<file path="src/rtl/lsu_pkg.sv">
`default_nettype none
// +--------------------------------------------------------------------------+
// | Module   : lsu_pkg                                                        |
// | Purpose  : Shared definitions for the load/store unit: RV32 funct3        |
// |            access-size encodings and the FSM state encoding.             |
// | Revision : 1.0  initial release                                           |
// +--------------------------------------------------------------------------+
package lsu_pkg;

   localparam logic [2:0] F3_B  = 3'b000;
   localparam logic [2:0] F3_H  = 3'b001;
   localparam logic [2:0] F3_W  = 3'b010;
   localparam logic [2:0] F3_BU = 3'b100;
   localparam logic [2:0] F3_HU = 3'b101;

   typedef enum logic [1:0] {
      ST_IDLE   = 2'd0,
      ST_ACCESS = 2'd1,
      ST_WRITE  = 2'd2,
      ST_RESP   = 2'd3
   } lsu_state_t;

endpackage : lsu_pkg
`default_nettype wire

</file>
<file path="src/rtl/lsu_align.sv">
`default_nettype none
// +--------------------------------------------------------------------------+
// | Module   : lsu_align                                                      |
// | Purpose  : Combinational lane steering for the load/store unit.           |
// |            Extracts and extends the addressed byte/half of a load word,   |
// |            and merges store data into the current memory word.           |
// | Ports    : funct3     - access size/sign (RV32 encoding)                  |
// |            addr_lo    - byte offset within the word                      |
// |            rdata      - word read from memory                            |
// |            wdata      - right-justified store data                       |
// |            load_data  - extended load result                             |
// |            store_word - word to write back to memory                     |
// | Revision : 1.0  initial release                                           |
// +--------------------------------------------------------------------------+
module lsu_align
   import lsu_pkg::*;
(
   input  logic [2:0]  funct3,
   input  logic [1:0]  addr_lo,
   input  logic [31:0] rdata,
   input  logic [31:0] wdata,
   output logic [31:0] load_data,
   output logic [31:0] store_word
);

   logic [7:0]  w_byte;
   logic [15:0] w_half;

   always_comb begin
      w_byte = rdata[{addr_lo, 3'b000} +: 8];
      // Halves are 2-aligned by the time they reach here, so addr_lo[1] picks the lane.
      w_half = addr_lo[1] ? rdata[31:16] : rdata[15:0];

      case (funct3)
         F3_B:    load_data = {{24{w_byte[7]}}, w_byte};
         F3_H:    load_data = {{16{w_half[15]}}, w_half};
         F3_BU:   load_data = {24'h0, w_byte};
         F3_HU:   load_data = {16'h0, w_half};
         default: load_data = rdata;
      endcase

      store_word = rdata;
      case (funct3)
         F3_B: store_word[{addr_lo, 3'b000} +: 8] = wdata[7:0];
         F3_H: begin
            if (addr_lo[1]) store_word[31:16] = wdata[15:0];
            else            store_word[15:0]  = wdata[15:0];
         end
         default: store_word = wdata;
      endcase
   end

endmodule : lsu_align
`default_nettype wire

</file>
<file path="src/rtl/load_store_unit.sv">
`default_nettype none
// +--------------------------------------------------------------------------+
// | Module   : load_store_unit                                                |
// | Purpose  : Bridges execute-stage load/store requests to a word-addressed  |
// |            data memory. Sub-word stores use read-modify-write; loads are |
// |            sign/zero-extended. Misaligned, out-of-range and illegal-size |
// |            requests are flagged without touching memory.                 |
// | Ports    : req_*  - request handshake (valid/ready) with we/funct3/addr/ |
// |                     wdata                                                |
// |            resp_* - response handshake with rdata and error flags        |
// |            mem_*  - data_memory_unit port (combinational read)           |
// | Revision : 1.0  initial release                                           |
// +--------------------------------------------------------------------------+
module load_store_unit
   import lsu_pkg::*;
#(
   parameter int MEM_WORDS  = 64,
   parameter int ADDR_WIDTH = 32
) (
   input  logic                  clk,
   input  logic                  rst_n,
   input  logic                  req_valid,
   output logic                  req_ready,
   input  logic                  req_we,
   input  logic [2:0]            req_funct3,
   input  logic [ADDR_WIDTH-1:0] req_addr,
   input  logic [31:0]           req_wdata,
   output logic                  resp_valid,
   input  logic                  resp_ready,
   output logic [31:0]           resp_rdata,
   output logic                  resp_misaligned,
   output logic                  resp_fault,
   output logic                  mem_write_enable,
   output logic [ADDR_WIDTH-1:0] mem_address,
   output logic [31:0]           mem_write_data,
   input  logic [31:0]           mem_read_data
);

   localparam logic [ADDR_WIDTH-3:0] C_MEM_WORDS = (ADDR_WIDTH-2)'(MEM_WORDS);

   lsu_state_t              r_state;
   lsu_state_t              w_state_next;
   logic                    r_we;
   logic [2:0]              r_funct3;
   logic [ADDR_WIDTH-1:0]   r_addr;
   logic [31:0]             r_wdata;
   logic [31:0]             r_rdata;
   logic [31:0]             r_merged;
   logic                    r_misaligned;
   logic                    r_fault;

   logic                    w_accept;
   logic                    w_misaligned;
   logic                    w_bad_f3;
   logic                    w_fault;
   logic                    w_sw;
   logic [31:0]             w_load_data;
   logic [31:0]             w_store_word;

   // Request checks act on the live request so the error path can reach RESP
   // one cycle after the accept edge.
   always_comb begin
      w_misaligned = (((req_funct3 == F3_H) || (req_funct3 == F3_HU)) && req_addr[0]) ||
                     ((req_funct3 == F3_W) && (req_addr[1:0] != 2'b00));
      case (req_funct3)
         F3_B, F3_H, F3_W: w_bad_f3 = 1'b0;
         F3_BU, F3_HU:     w_bad_f3 = req_we;   // unsigned sizes are load-only
         default:          w_bad_f3 = 1'b1;
      endcase
      // Misaligned wins so the two flags are mutually exclusive.
      w_fault = !w_misaligned &&
                (w_bad_f3 || (req_addr[ADDR_WIDTH-1:2] >= C_MEM_WORDS));
   end

   assign w_accept = req_valid && req_ready;
   assign w_sw     = r_we && (r_funct3 == F3_W);

   lsu_align u_align (
      .funct3     (r_funct3),
      .addr_lo    (r_addr[1:0]),
      .rdata      (mem_read_data),
      .wdata      (r_wdata),
      .load_data  (w_load_data),
      .store_word (w_store_word)
   );

   always_ff @(posedge clk or negedge rst_n) begin
      if (!rst_n) r_state <= ST_IDLE;
      else        r_state <= w_state_next;
   end

   always_comb begin
      w_state_next = r_state;
      case (r_state)
         ST_IDLE: begin
            if (w_accept) begin
               if (w_misaligned || w_fault) w_state_next = ST_RESP;
               else                         w_state_next = ST_ACCESS;
            end
         end
         ST_ACCESS: begin
            // Sub-word stores need one more cycle to write the merged word.
            if (r_we && !w_sw) w_state_next = ST_WRITE;
            else               w_state_next = ST_RESP;
         end
         ST_WRITE: w_state_next = ST_RESP;
         ST_RESP: begin
            if (resp_ready) w_state_next = ST_IDLE;
         end
         default: w_state_next = ST_IDLE;
      endcase
   end

   always_ff @(posedge clk or negedge rst_n) begin
      if (!rst_n) begin
         r_we         <= 1'b0;
         r_funct3     <= 3'b000;
         r_addr       <= '0;
         r_wdata      <= 32'h0;
         r_rdata      <= 32'h0;
         r_merged     <= 32'h0;
         r_misaligned <= 1'b0;
         r_fault      <= 1'b0;
      end else begin
         case (r_state)
            ST_IDLE: begin
               if (w_accept) begin
                  r_we         <= req_we;
                  r_funct3     <= req_funct3;
                  r_addr       <= req_addr;
                  r_wdata      <= req_wdata;
                  r_rdata      <= 32'h0;
                  r_misaligned <= w_misaligned;
                  r_fault      <= w_fault;
               end
            end
            ST_ACCESS: begin
               if (!r_we) r_rdata <= w_load_data;
               r_merged <= w_store_word;
            end
            default: ;
         endcase
      end
   end

   assign req_ready        = (r_state == ST_IDLE);
   assign resp_valid       = (r_state == ST_RESP);
   assign resp_rdata       = r_rdata;
   assign resp_misaligned  = r_misaligned;
   assign resp_fault       = r_fault;
   assign mem_address      = {r_addr[ADDR_WIDTH-1:2], 2'b00};
   assign mem_write_enable = ((r_state == ST_ACCESS) && w_sw) || (r_state == ST_WRITE);
   assign mem_write_data   = (r_state == ST_WRITE) ? r_merged : w_store_word;

endmodule : load_store_unit
`default_nettype wire
</file>
<file path="config.mk">
export PLATFORM = sky130hd
export DESIGN_NAME = load_store_unit
export DESIGN_NICKNAME = d
export VERILOG_FILES = /design/src/rtl/lsu_pkg.sv /design/src/rtl/lsu_align.sv /design/src/rtl/load_store_unit.sv
export SDC_FILE = /design/constraint.sdc
export NUM_CORES = 1
export LEC_CHECK = 0
export CAP_MARGIN = 20
export CELL_PAD_IN_SITES_DETAIL_PLACEMENT = 1
export CELL_PAD_IN_SITES_GLOBAL_PLACEMENT = 2
export CORE_UTILIZATION = 30
export CTS_CLUSTER_SIZE = 12
export DETAILED_ROUTE_END_ITERATION = 10
export PLACE_DENSITY = 0.79
export SLEW_MARGIN = 10
export SYNTH_ARGS = -nofsm -noshare
export SYNTH_HDL_FRONTEND = slang
export SYNTH_SLANG_ARGS = --single-unit
</file>
<file path="constraint.sdc">
create_clock -name clk -period 3.11 [get_ports clk]
set_clock_uncertainty 0.15 [all_clocks]
set_input_delay 0.622 -clock clk [delete_from_list [all_inputs] [get_ports clk]]
set_output_delay 0.622 -clock clk [all_outputs]
set_load 0.01 [all_outputs]
</file>
==> qor.yml <==
outcome:
  result_of_the_run: "complete, but fails checks"
  violations: "negative setup slack"
clock_network:
  numClockSinks: 136
  tritoncts.num_buffers: 17
  tritoncts: "built"
  insertion_delay_ps: 430
  clk_transition_reported_paths_ps: 70
  clock-root-buffer: "sky130_fd_sc_hd__clkbuf_16"
  clockBufferDepth: 2
  h_tree_level_count: 4
yosys:
  synth_seq_cells: 136
  synth_edf_count: 0
  synth.yosys.seq_area_share_pct: 46.9
  synth-async-reset-ratio_pct: 100
  synth_area_leaders: "sky130_fd_sc_hd__dfrtp_1, sky130_fd_sc_hd__mux2_2, sky130_fd_sc_hd__a221o_1"
  netlist.area_leader.share_pct: 46.9
  synthCells: 681
  post_synth.cell_area_avg_um2: 10.7
  synth_cell_types: 50
  dominantRegCellSynth: "sky130_fd_sc_hd__dfrtp_1"
  netlist_area_um2: 7260
  synth_warnings: 0
  synth_top_area_cell: "sky130_fd_sc_hd__dfrtp_1"
routing:
  wire_per_inst_um: 21.0
  antenna_nets_post_route: 0
  dr.pass1.iters: 7
  drc_errors: 0
  avgViaCountPerCell: 5.15
  postRouteWirelength_um: 26400
  drt_iter0_drc: 396
  total_via_count_after_detailed_routing: 6492
global_route:
  grt_first_pass_wirelength_um: 39500
  vias_in_the_first_global_route: 6588
  largest_net_degree_at_the_start_of_global_routing: 64
  globalRouteOverflowTotal: 0
  grt_antenna_before_repair: 0
  grtUsageTotal_pct: 21.5
timing:
  grt_setup_unrepaired: "true"
  timing.max_slew.rel_slack_pct: 37.3
  holdWs_ps: 320
  period_minus_slack_ps: 3120
  tightestPinTransition_ps: 933
  totalNegativeSetupSlack_ps: -9.92
  layout_setup_ws_ps: -6.48
  post-route-period-util_pct: 100
  finalHoldViolCount: 0
  maxSlewViolCount: 0
  clock.fmax_ghz: 0.321
  report.final.setup_viol: 2
pwr:
  internal-power_mw: 7.40
  power.switching_mw: 5.11
  power_mw: 12.5
  sw_frac_of_total_pct: 40.8
  power_frac_clock_pct: 15.3
  share_comb_of_total_power_pct: 58.2
  power_frac_seq_pct: 26.5
  power-per-cell-area_nw_per_um2: 1150
  irDropWorstVdd_uv: 464
  static-leakage-power_nw: 4.66
layout:
  layout_common_cells: "sky130_fd_sc_hd__clkdlybuf4s50_1, sky130_fd_sc_hd__dfrtp_1, sky130_fd_sc_hd__mux2_2"
  finalCoreUtilization_pct: 46.1
  synthToLayoutAreaGrowth_pct: 49.8
  final.fill_count: 2591
  final_layout_size_suffix_gt1_share_pct: 33.8
  most_common_library_cell_in_the_layout_ignoring_fill_and_taps: "sky130_fd_sc_hd__clkdlybuf4s50_1"
  num_antenna_cells: 0
  net_count_final: 1042
place:
  portBuffers: 202
  dpl.hpwl_um: 19100
  gp_congestion: 0.846
floorplanning:
  row_count: 56
  initial_core_util_pct: 30.7
  die_height_um: 158
  io_pins: 205
  design.core.area_um2: 23600
  die_w_um: 158
  die-area_um2: 24800
critical_path:
  critPathMaxStageDelay_ps: 430
  worst_setup_path_start_kind: "flip-flop"
  cpMostUsedCell: "sky130_fd_sc_hd__mux2_2"
  required_time_of_the_critical_path_ps: 2340
  setup.worst_path.class: "reg -> out"
  timing.critical_path.arrival_ps: 2340
  worstSetupEndpointType: "primary output"
  cp_cell_sequence: "buf_12 > buf_6 > mux2_2 > a221oi_2 > buf_4 > a21oi_2 > mux2_2 > buf_2"
  slowest_stage: "sky130_fd_sc_hd__dfrtp_2"
  crit_fanout: 10
min_path:
  min_path_type: "reg -> reg"
flow_run:
  drv_cap: 0
[per-stage QoR]
stage	setup slack [ps]	cells	cell area (um^2)
6_report	-6.48	1261	10900
5_1_grt	-127	1261	10900
4_1_cts	-132	1250	10600
3_5_place_dp	-296	1206	9900
3_3_place_gp	-289	1206	9900
2_1_floorplan	268	682	7260
[kinds of logic (layout without fill, tap and decap cells)]
logic type | count (synthesis) | after routing | synth area share [%]
compound gates | 168 | 168 | 17.2
fa+ha+maj | 9 | 9 | 1.55
buf+inv | 91 | 351 | 7.14
flops | 136 | 136 | 46.9
mux | 100 | 100 | 15.5
other cells | 1 | 2 | 0.0517
simple gates | 176 | 176 | 11.7
[metal layers]
| metal | share of wire, % | GRT usage, % |
|---|---|---|
| met1 | 47 | 30.9 |
| met2 | 47 | 33.5 |
| met3 | 4.8 | 3.28 |
| met4 | 1.3 | 5.73 |
| met5 | 0 | 0 |
[critical path, delay by kind of cell (launching register included)]
kind / cells / cell delay (ps)
compound gates: 2 / 300
flops: 1 / 430
mux: 2 / 610
buf+inv: 4 / 580
[Yosys cell counts (5+ instances only)]
library cell	n
sky130_fd_sc_hd__dfrtp_1	136
sky130_fd_sc_hd__mux2_2	89
sky130_fd_sc_hd__nand2_1	67
sky130_fd_sc_hd__a21oi_1	51
sky130_fd_sc_hd__nor2_1	45
sky130_fd_sc_hd__a221o_1	34
sky130_fd_sc_hd__buf_4	33
sky130_fd_sc_hd__clkbuf_1	22
sky130_fd_sc_hd__nor2b_1	19
sky130_fd_sc_hd__inv_1	16
sky130_fd_sc_hd__o21ai_0	16
sky130_fd_sc_hd__o221ai_1	15
sky130_fd_sc_hd__buf_2	10
sky130_fd_sc_hd__mux2i_1	10
sky130_fd_sc_hd__nand3_1	10
sky130_fd_sc_hd__nor3_1	10
sky130_fd_sc_hd__a221oi_1	9
sky130_fd_sc_hd__ha_1	9
sky130_fd_sc_hd__a21o_1	8
sky130_fd_sc_hd__a222oi_1	8
sky130_fd_sc_hd__a22oi_1	8
sky130_fd_sc_hd__a31oi_1	8
sky130_fd_sc_hd__nor4_1	6
sky130_fd_sc_hd__buf_6	5
[power by group through the flow]
stage / Clock [mW] / Sequential [mW] / Combinational [mW]
3_5_place_dp: 0 / 3.31 / 6.80
6_report: 1.92 / 3.32 / 7.27
5_1_grt: 2.04 / 3.41 / 7.83
4_1_cts: 1.96 / 3.29 / 6.93
3_3_place_gp: 0 / 3.27 / 6.73
2_1_floorplan: 0 / 3.14 / 3.84
[registers in the layout, summed over array words and instances (netlist names)]
register and count:
r_addr 32, r_funct3 3, r_merged 32, r_state 2, r_wdata 32, r_we 1
resp_fault 1, resp_misaligned 1, resp_rdata 32
[cell type report]
cell class | instances | area (um^2) | share of cell area, %
multi-input combinational | 455 | 3620 | 33.3
sequential | 136 | 3400 | 31.3
timing repair buffer | 303 | 2840 | 26.1
clock buffer | 18 | 439 | 4.04
tap | 319 | 399 | 3.67
clock inverter | 14 | 111 | 1.02
inverter | 16 | 62.6 | 0.575
[repair_timing]
action                                 in CTS  in global routing
buffers inserted                           10                 10
setup endpoints to repair                  32                 32
gates resized for setup                   122                 79
hold buffers                                1                  0
pin swaps                                  19                 26
cloned                                      1                  0
endpoints found under the hold margin      38                  0
[worst paths after layout]
kind                       slack (ps)  cells past startpoint                 startpoint                    endpoint
max                                -6                      8      r_addr[1]$_DFFE_PN0P_          mem_write_data[26]
min                               320                      2  resp_rdata[4]$_DFFE_PN0P_   resp_rdata[4]$_DFFE_PN0P_
max reg2reg                       690                      8      r_addr[1]$_DFFE_PN0P_  resp_rdata[26]$_DFFE_PN0P_
min reg2reg                       320                      2  resp_rdata[4]$_DFFE_PN0P_   resp_rdata[4]$_DFFE_PN0P_
max in group asynchronous        1500                      3                      rst_n   resp_rdata[9]$_DFFE_PN0P_
min in group asynchronous         530                      2                      rst_n       r_addr[2]$_DFFE_PN0P_
(Power assumes the default switching activity.)
